File: src/rtl/uart_tx_axis_fifo_pkg.sv
// uart_pkg: types and helpers shared by the UART TX slice (and a future RX side).
//   parity_t       - cfg_parity encoding (11 behaves as no parity)
//   tx_state_t     - transmitter FSM states
//   clocks_per_bit - integer clock cycles per serial bit
package uart_pkg;

    typedef enum logic [1:0] {
        PARITY_NONE = 2'b00,
        PARITY_EVEN = 2'b01,
        PARITY_ODD  = 2'b10,
        PARITY_RSVD = 2'b11
    } parity_t;

    typedef enum logic [2:0] {
        IDLE,
        START,
        DATA,
        PARITY,
        STOP
    } tx_state_t;

    function automatic int unsigned clocks_per_bit(input int unsigned freq,
                                                   input int unsigned baud);
        return freq / baud;
    endfunction

endpackage

File: src/rtl/uart_tx_axis_fifo_if.sv
// AXI-Stream word channel feeding the UART transmitter.
//   tdata  - word to transmit
//   tvalid - producer has a word
//   tready - consumer can accept a word
// master: producer side, slave: UART side.
interface uart_tx_axis_fifo_if #(
    parameter int unsigned WORD_WIDTH = 8
) ();
    logic [WORD_WIDTH-1:0] tdata;
    logic                  tvalid;
    logic                  tready;

    modport master (output tdata, output tvalid, input tready);
    modport slave  (input tdata, input tvalid, output tready);
endinterface

File: src/rtl/uart_tx_axis_fifo_sync_fifo.sv
// uart_sync_fifo: single-clock FIFO with registered status flags.
//   clk, rst        - clock, synchronous active-high reset (empties the FIFO)
//   push, wr_data   - write request; ignored while full
//   pop, rd_data    - read request; ignored while empty; rd_data is the head word
//   full, empty     - registered status
//   level           - number of stored words
module uart_sync_fifo #(
    parameter int unsigned WIDTH = 8,
    parameter int unsigned DEPTH = 4
) (
    input  logic                       clk,
    input  logic                       rst,
    input  logic                       push,
    input  logic [WIDTH-1:0]           wr_data,
    input  logic                       pop,
    output logic [WIDTH-1:0]           rd_data,
    output logic                       full,
    output logic                       empty,
    output logic [$clog2(DEPTH+1)-1:0] level
);
    localparam int unsigned AW = $clog2(DEPTH);
    localparam int unsigned LW = $clog2(DEPTH+1);

    logic [WIDTH-1:0] mem [DEPTH];
    logic [AW-1:0]    wr_ptr;
    logic [AW-1:0]    rd_ptr;
    logic [LW-1:0]    level_next;
    logic             do_push;
    logic             do_pop;

    assign do_push = push && !full;
    assign do_pop  = pop && !empty;
    assign rd_data = mem[rd_ptr];

    always_comb begin
        level_next = level;
        case ({do_push, do_pop})
            2'b10:   level_next = level + LW'(1);
            2'b01:   level_next = level - LW'(1);
            default: level_next = level;
        endcase
    end

    always_ff @(posedge clk) begin
        if (do_push) begin
            mem[wr_ptr] <= wr_data;
        end
    end

    // Pointers wrap naturally because DEPTH is a power of two.
    always_ff @(posedge clk) begin
        if (rst) begin
            wr_ptr <= '0;
            rd_ptr <= '0;
            level  <= '0;
            full   <= 1'b0;
            empty  <= 1'b1;
        end else begin
            if (do_push) wr_ptr <= wr_ptr + AW'(1);
            if (do_pop)  rd_ptr <= rd_ptr + AW'(1);
            level <= level_next;
            full  <= (level_next == LW'(DEPTH));
            empty <= (level_next == '0);
        end
    end

endmodule

File: src/rtl/uart_tx_axis_fifo.sv
// uart_tx_axis_fifo: UART transmitter with an AXI-Stream input and input FIFO.
//   clk, rst       - clock, synchronous active-high reset
//   din_axis       - AXI-Stream slave (tdata/tvalid in, tready = FIFO not full)
//   cfg_parity     - 00 none, 01 even, 10 odd, 11 none; sampled when a word is popped
//   cfg_two_stop   - 1 selects two stop bits; sampled when a word is popped
//   dout           - registered serial line, idle high, LSB first
//   busy           - high while the FSM is not IDLE
//   fifo_level     - words waiting in the FIFO (excludes the word on the line)
//
// state  | meaning
// IDLE   | line high, waiting for a queued word
// START  | sending the start bit (0)
// DATA   | sending data bits, LSB first, bit_idx selects the bit
// PARITY | sending the parity bit
// STOP   | sending stop bit(s); chains straight into START if a word is queued
module uart_tx_axis_fifo #(
    parameter int unsigned CLOCK_FREQUENCY = 32'd100_000_000,
    parameter int unsigned BAUD_RATE       = 32'd115200,
    parameter int unsigned WORD_WIDTH      = 32'd8,
    parameter int unsigned FIFO_DEPTH      = 32'd4
) (
    input  logic                            clk,
    input  logic                            rst,
    uart_tx_axis_fifo_if.slave              din_axis,
    input  logic [1:0]                      cfg_parity,
    input  logic                            cfg_two_stop,
    output logic                            dout,
    output logic                            busy,
    output logic [$clog2(FIFO_DEPTH+1)-1:0] fifo_level
);
    import uart_pkg::*;

    localparam int unsigned CPB = clocks_per_bit(CLOCK_FREQUENCY, BAUD_RATE);
    localparam int unsigned CW  = $clog2(CPB);
    localparam int unsigned IW  = $clog2(WORD_WIDTH);

    tx_state_t             state;
    logic [CW-1:0]         bit_cnt;
    logic [IW-1:0]         bit_idx;
    logic [WORD_WIDTH-1:0] frame_data;
    logic                  par_en;
    logic                  par_bit;
    logic                  two_stop;

    logic [WORD_WIDTH-1:0] fifo_rd_data;
    logic                  fifo_full;
    logic                  fifo_empty;
    logic                  last_cycle;
    logic                  last_stop;
    logic                  pop;
    parity_t               cfg_par;

    assign cfg_par         = parity_t'(cfg_parity);
    assign din_axis.tready = !fifo_full;

    uart_sync_fifo #(
        .WIDTH (WORD_WIDTH),
        .DEPTH (FIFO_DEPTH)
    ) u_fifo (
        .clk     (clk),
        .rst     (rst),
        .push    (din_axis.tvalid),
        .wr_data (din_axis.tdata),
        .pop     (pop),
        .rd_data (fifo_rd_data),
        .full    (fifo_full),
        .empty   (fifo_empty),
        .level   (fifo_level)
    );

    assign last_cycle = (bit_cnt == CW'(CPB - 1));
    assign last_stop  = last_cycle && (bit_idx == {{(IW-1){1'b0}}, two_stop});
    // Pop from IDLE, or on the final stop cycle so the next start bit follows with no gap.
    assign pop = !fifo_empty && ((state == IDLE) || ((state == STOP) && last_stop));

    always_ff @(posedge clk) begin
        if (rst) begin
            state      <= IDLE;
            bit_cnt    <= '0;
            bit_idx    <= '0;
            frame_data <= '0;
            par_en     <= 1'b0;
            par_bit    <= 1'b0;
            two_stop   <= 1'b0;
            dout       <= 1'b1;
            busy       <= 1'b0;
        end else begin
            // The line shows the bit of the state just left, so dout trails the FSM by one clock.
            case (state)
                START:   dout <= 1'b0;
                DATA:    dout <= frame_data[bit_idx];
                PARITY:  dout <= par_bit;
                default: dout <= 1'b1;
            endcase

            if (pop) begin
                frame_data <= fifo_rd_data;
                par_en     <= (cfg_par == PARITY_EVEN) || (cfg_par == PARITY_ODD);
                par_bit    <= (^fifo_rd_data) ^ (cfg_par == PARITY_ODD);
                two_stop   <= cfg_two_stop;
            end

            if (state == IDLE || last_cycle) bit_cnt <= '0;
            else                             bit_cnt <= bit_cnt + CW'(1);

            case (state)
                IDLE: begin
                    bit_idx <= '0;
                    if (pop) begin
                        state <= START;
                        busy  <= 1'b1;
                    end
                end
                START: begin
                    if (last_cycle) begin
                        state   <= DATA;
                        bit_idx <= '0;
                    end
                end
                DATA: begin
                    if (last_cycle) begin
                        if (bit_idx == IW'(WORD_WIDTH - 1)) begin
                            bit_idx <= '0;
                            state   <= par_en ? PARITY : STOP;
                        end else begin
                            bit_idx <= bit_idx + IW'(1);
                        end
                    end
                end
                PARITY: begin
                    if (last_cycle) begin
                        state   <= STOP;
                        bit_idx <= '0;
                    end
                end
                STOP: begin
                    if (last_cycle) begin
                        if (last_stop) begin
                            bit_idx <= '0;
                            if (pop) begin
                                state <= START;
                            end else begin
                                state <= IDLE;
                                busy  <= 1'b0;
                            end
                        end else begin
                            bit_idx <= bit_idx + IW'(1);
                        end
                    end
                end
                default: begin
                    state <= IDLE;
                    busy  <= 1'b0;
                end
            endcase
        end
    end

endmodule

File: src/flat_wrapper.sv
// flat-port wrapper written by rule: the top's interface ports become plain ports
module uart_tx_axis_fifo_flat import uart_pkg::*;
#(
    parameter int unsigned CLOCK_FREQUENCY = 32'd100_000_000,
    parameter int unsigned BAUD_RATE       = 32'd115200,
    parameter int unsigned WORD_WIDTH      = 32'd8,
    parameter int unsigned FIFO_DEPTH      = 32'd4
)
  (clk, rst, cfg_parity, cfg_two_stop, dout, busy, fifo_level, din_axis_tdata, din_axis_tvalid, din_axis_tready);
  uart_tx_axis_fifo_if #(.WORD_WIDTH(WORD_WIDTH)) din_axis_i ();
  input  logic clk;
  input  logic rst;
  input  logic [1:0] cfg_parity;
  input  logic cfg_two_stop;
  output logic dout;
  output logic busy;
  output logic [$clog2(FIFO_DEPTH+1)-1:0] fifo_level;
  input wire logic [$bits(din_axis_i.tdata)-1:0] din_axis_tdata;
  input wire logic [$bits(din_axis_i.tvalid)-1:0] din_axis_tvalid;
  output wire logic [$bits(din_axis_i.tready)-1:0] din_axis_tready;
  assign din_axis_i.tdata = din_axis_tdata;
  assign din_axis_i.tvalid = din_axis_tvalid;
  assign din_axis_tready = din_axis_i.tready;
  uart_tx_axis_fifo #(.CLOCK_FREQUENCY(CLOCK_FREQUENCY), .BAUD_RATE(BAUD_RATE), .WORD_WIDTH(WORD_WIDTH), .FIFO_DEPTH(FIFO_DEPTH)) u_core (.clk(clk), .rst(rst), .din_axis(din_axis_i), .cfg_parity(cfg_parity), .cfg_two_stop(cfg_two_stop), .dout(dout), .busy(busy), .fifo_level(fifo_level));
endmodule
File: config.mk
export PLATFORM = sky130hd
export DESIGN_NAME = uart_tx_axis_fifo_flat
export DESIGN_NICKNAME = d
export VERILOG_FILES = /design/src/rtl/uart_tx_axis_fifo_pkg.sv /design/src/rtl/uart_tx_axis_fifo_if.sv /design/src/rtl/uart_tx_axis_fifo_sync_fifo.sv /design/src/rtl/uart_tx_axis_fifo.sv /design/src/flat_wrapper.sv
export SDC_FILE = /design/constraint.sdc
export NUM_CORES = 1
export LEC_CHECK = 0
export ABC_CLOCK_PERIOD_IN_PS = 3600
export CAP_MARGIN = 40
export CELL_PAD_IN_SITES_DETAIL_PLACEMENT = 0
export CELL_PAD_IN_SITES_GLOBAL_PLACEMENT = 1
export CORE_MARGIN = 10
export CORE_UTILIZATION = 51
export CTS_CLUSTER_DIAMETER = 50
export DETAILED_ROUTE_END_ITERATION = 6
export DONT_BUFFER_PORTS = 1
export PLACE_DENSITY_LB_ADDON = 0.1
export REMOVE_ABC_BUFFERS = 1
export SYNTH_ARGS = -nofsm -noshare
export SYNTH_HDL_FRONTEND = slang
export SYNTH_SLANG_ARGS = --single-unit
File: constraint.sdc
create_clock -name clk -period 3.6 [get_ports clk]
set_clock_uncertainty 0.15 [all_clocks]
set_input_delay 0.18 -clock clk [delete_from_list [all_inputs] [get_ports clk]]
set_output_delay 0.18 -clock clk [all_outputs]
set_load 0.1 [all_outputs]
==> impl_metrics.yaml <==
status:
  status: "completed"
clock_network:
  cts.clk_slew.worst_paths_ns: 0.07
  root_buffer: "clkbuf_8"
  clock_latency_ns: 0.34
  cts_tree: "built"
  cts_sinks: 72
  ctsLongestPathBuffers: 2
  cts_buffers: 9
  h-tree-depth: 3
  cts_resized: 0
grt:
  grt_max_degree: 30
  grt_overflow_total: 0
  grt_pass1_vias: 1847
  grt_use_total: 0.1188
  grt_antenna_before_repair: 0
  grt_first_pass_wirelength_um: 9204
final_layout:
  fin_nets: 302
  final_common_cell: "dfxtp_1"
  final_cell_mix: "40 x dfxtp_1, 37 x nor2_1, 32 x edfxtp_1"
  diodes: 0
  syn2layout_area_growth_pct: 13.18
  drive_gt1_frac: 0.1484
drt:
  num_vias: 1852
  viasPerCell: 5.173
  initialDrtViolationCount: 107
  wire_per_inst_um: 14.98
  drc: 0
  ant_nets: 0
  routed_wl_um: 5364
  first_pass_iters: 4
worst_setup_path:
  r2r_slack_ns: 0.57
  cpPeakStageDelay_ns: 0.57
  required_ns: 3.73
  crit_path_start_kind: "flop"
  critPathKind: "flop to flop"
  crit_slowest_cell: "or4_4"
  crit_chain: "ha_1 -> nand2b_1 -> or4_4 -> o21ai_2 -> and2_4 -> ha_1 -> inv_1 -> fa_1 -> xor2_1 -> nor2_1 -> xnor2_1 -> nor2_1 -> a21oi_1"
  reg2reg_depth: 13
  critPathBufInv: 1
  arrival_ns: 3.16
  timing.rr.end: "u_core.u_fifo.empty"
  rr_startpoint: "u_core.bit_cnt[0]"
  crit_end: "u_core.u_fifo.empty"
  crit_family: "simple AND/OR/NAND/NOR gates"
  crit_cells: 13
  cp-end-kind: "flop"
  crit_start: "u_core.bit_cnt[0]"
  critPathMaxFanout: 5
logic_synthesis:
  ys_seq_area_frac: 0.5522
  yosys.area_share.simple: 0.1427
  synthMuxAreaShare: 0.1145
  synth_cells: 261
  synthXorXnorAreaFrac: 0.06706
  yosys_warnings: 0
  async_reset_ff_frac: 0
  syn_avg_cell_area_um2: 12.22
  synth_top_family_by_area: "simple AND/OR/NAND/NOR gates"
  yosys.area.top_type: "edfxtp_1"
  synth_top_area_share: 0.3012
  ys_seq_elements: 72
  synth_compound_area_frac: 0.03922
  synth_top_flop_cell: "dfxtp_1"
  synthTopCellsByArea: "edfxtp_1 30%, dfxtp_1 25%, mux4_2 7.1%"
  synth-edff-count: 32
  synth_cell_types: 47
  synth_fa_ha_area_frac: 0.04157
  netlist_area_mm2: 0.003191
timing:
  timing.fmax_ghz: 0.3297
  slew_viol_final: 0
  tightest_slew_ns: 0.8234
  fin_crit_sh: 0.8424
  final_hold_viol_count: 0
  setup_tns_ns: 0
  worst_hold_slack_ns: 0.09975
  rsz0062_at_grt: "no"
  setup_viol: 0
  timing.final.crit_period_ns: 3.033
  relSlewSlack: 0.4505
floorplan:
  initial_core_util: 0.5326
  dieArea_mm2: 0.009820
  coreArea_mm2: 0.005991
  die_width_um: 99.10
  fp-row-count: 28
  dieHeight_um: 99.10
  io_pins: 20
power:
  p_leak_nw: 1.284
  ir_drop_v: 0.0005447
  p_per_area_mw_per_mm2: 775.8
place:
  dp_hpwl_um: 3757
  io_buffers: 0
  gp_congestion: 0.7159
job:
  drv_cap: 0
min_path:
  holdCritPathClass: "input pin to flop"
  worstHoldStart: "rst"
[state kept, by name, indices dropped and copies added, names as in the netlist, named ones only]
register,flops
u_core.dout,1
u_core.u_fifo.empty,1
u_core.two_stop,1
u_core.u_fifo.full,1
u_core.frame_data,8
u_core.par_bit,1
u_core.u_fifo.rd_ptr,2
u_core.busy,1
u_core.bit_idx,3
u_core.u_fifo.wr_ptr,2
u_core.u_fifo.mem,32
u_core.u_fifo.level,3
u_core.state,3
u_core.par_en,1
u_core.bit_cnt,10
[cell families (layout without fill, tap and decap cells)]
kind of cell / after synthesis / count (layout)
simple gates: 89 / 89
flops: 72 / 72
mux: 24 / 24
buf+inv: 24 / 46
xor+xnor: 22 / 22
compound gates: 20 / 20
fa+ha+maj: 10 / 10
[worst reg2reg max path, stage by stage (launching register included)]
cell and delay [ns]:
dfxtp_1 0.37, ha_1 0.27, nand2b_1 0.11, or4_4 0.57, o21ai_2 0.14, and2_4 0.16, ha_1 0.17, inv_1 0.06
fa_1 0.37, xor2_1 0.15, nor2_1 0.11, xnor2_1 0.15, nor2_1 0.08, a21oi_1 0.13
[timing repair]
action                                  4_1_cts  5_1_grt
setup buffers                                 0        0
endpoints found under the setup margin        0        0
hold buffers                                 11        0
hold endpoints to repair                     62        0
[worst min-delay path by stage]
stage,end,cells past startpoint
floorplan,u_core.par_en,1
global placement,u_core.par_en,1
detailed placement,u_core.par_en,1
CTS,u_core.bit_cnt[1],2
global route,u_core.bit_cnt[1],2
finish,u_core.bit_cnt[1],2
[power breakdown]
part	internal (mW)	switching [mW]	leakage (nW)	total, mW
clock	0.388	0.284	0.104	0.672
sequential	1.00	0.122	0.620	1.13
combinational	0.446	0.558	0.559	1.00
[per-layer routing]
metal / vias up / share of wire / global-route usage
met1: 859 / 0.49 / 0.1481
li1: 959 / - / -
met5: - / 0 / 0
met3: 2 / 0.051 / 0.05536
met4: 0 / 0.0052 / 0.04300
met2: 32 / 0.46 / 0.1764
[through the flow]
| stage | power, mW | worst slack (ns) | area (µm²) | utilization | cells |
|---|---|---|---|---|---|
| 2_1_floorplan | 1.910 | 0.5656 | 3099 | - | 249 |
| 3_3_place_gp | 2.085 | 0.5994 | 3216 | 0.5368 | 327 |
| 4_1_cts | 2.840 | 0.5184 | 3583 | 0.5982 | 357 |
| 5_1_grt | 3.000 | 0.3131 | 3611 | 0.6028 | 358 |
| 3_5_place_dp | 2.137 | 0.5837 | 3261 | 0.5443 | 330 |
| 6_report | 2.801 | 0.5673 | 3611 | 0.6028 | 358 |
[cells in the mapped netlist (2+ instances only)]
cell	number
inv_1	12
ha_1	9
xor2_1	10
clkbuf_1	8
mux2i_1	14
o21ai_0	4
nor3_1	6
nor2b_1	4
dfxtp_1	40
nand2_1	7
buf_12	2
a21oi_1	9
nand3_1	12
nand2b_1	2
nor2_1	37
and2_1	4
and3_1	2
edfxtp_1	32
xnor2_1	10
mux4_2	10
[cell type report]
class	count	area (µm²)
clock buffers	10	127.6
inverters	12	45.04
multi-input cells	165	1292
well taps	75	93.84
fillers	492	2380
flip-flops and latches	72	1762
repair buffers	18	205.2
clock inverters	6	85.08
(Power assumes the default switching activity.)
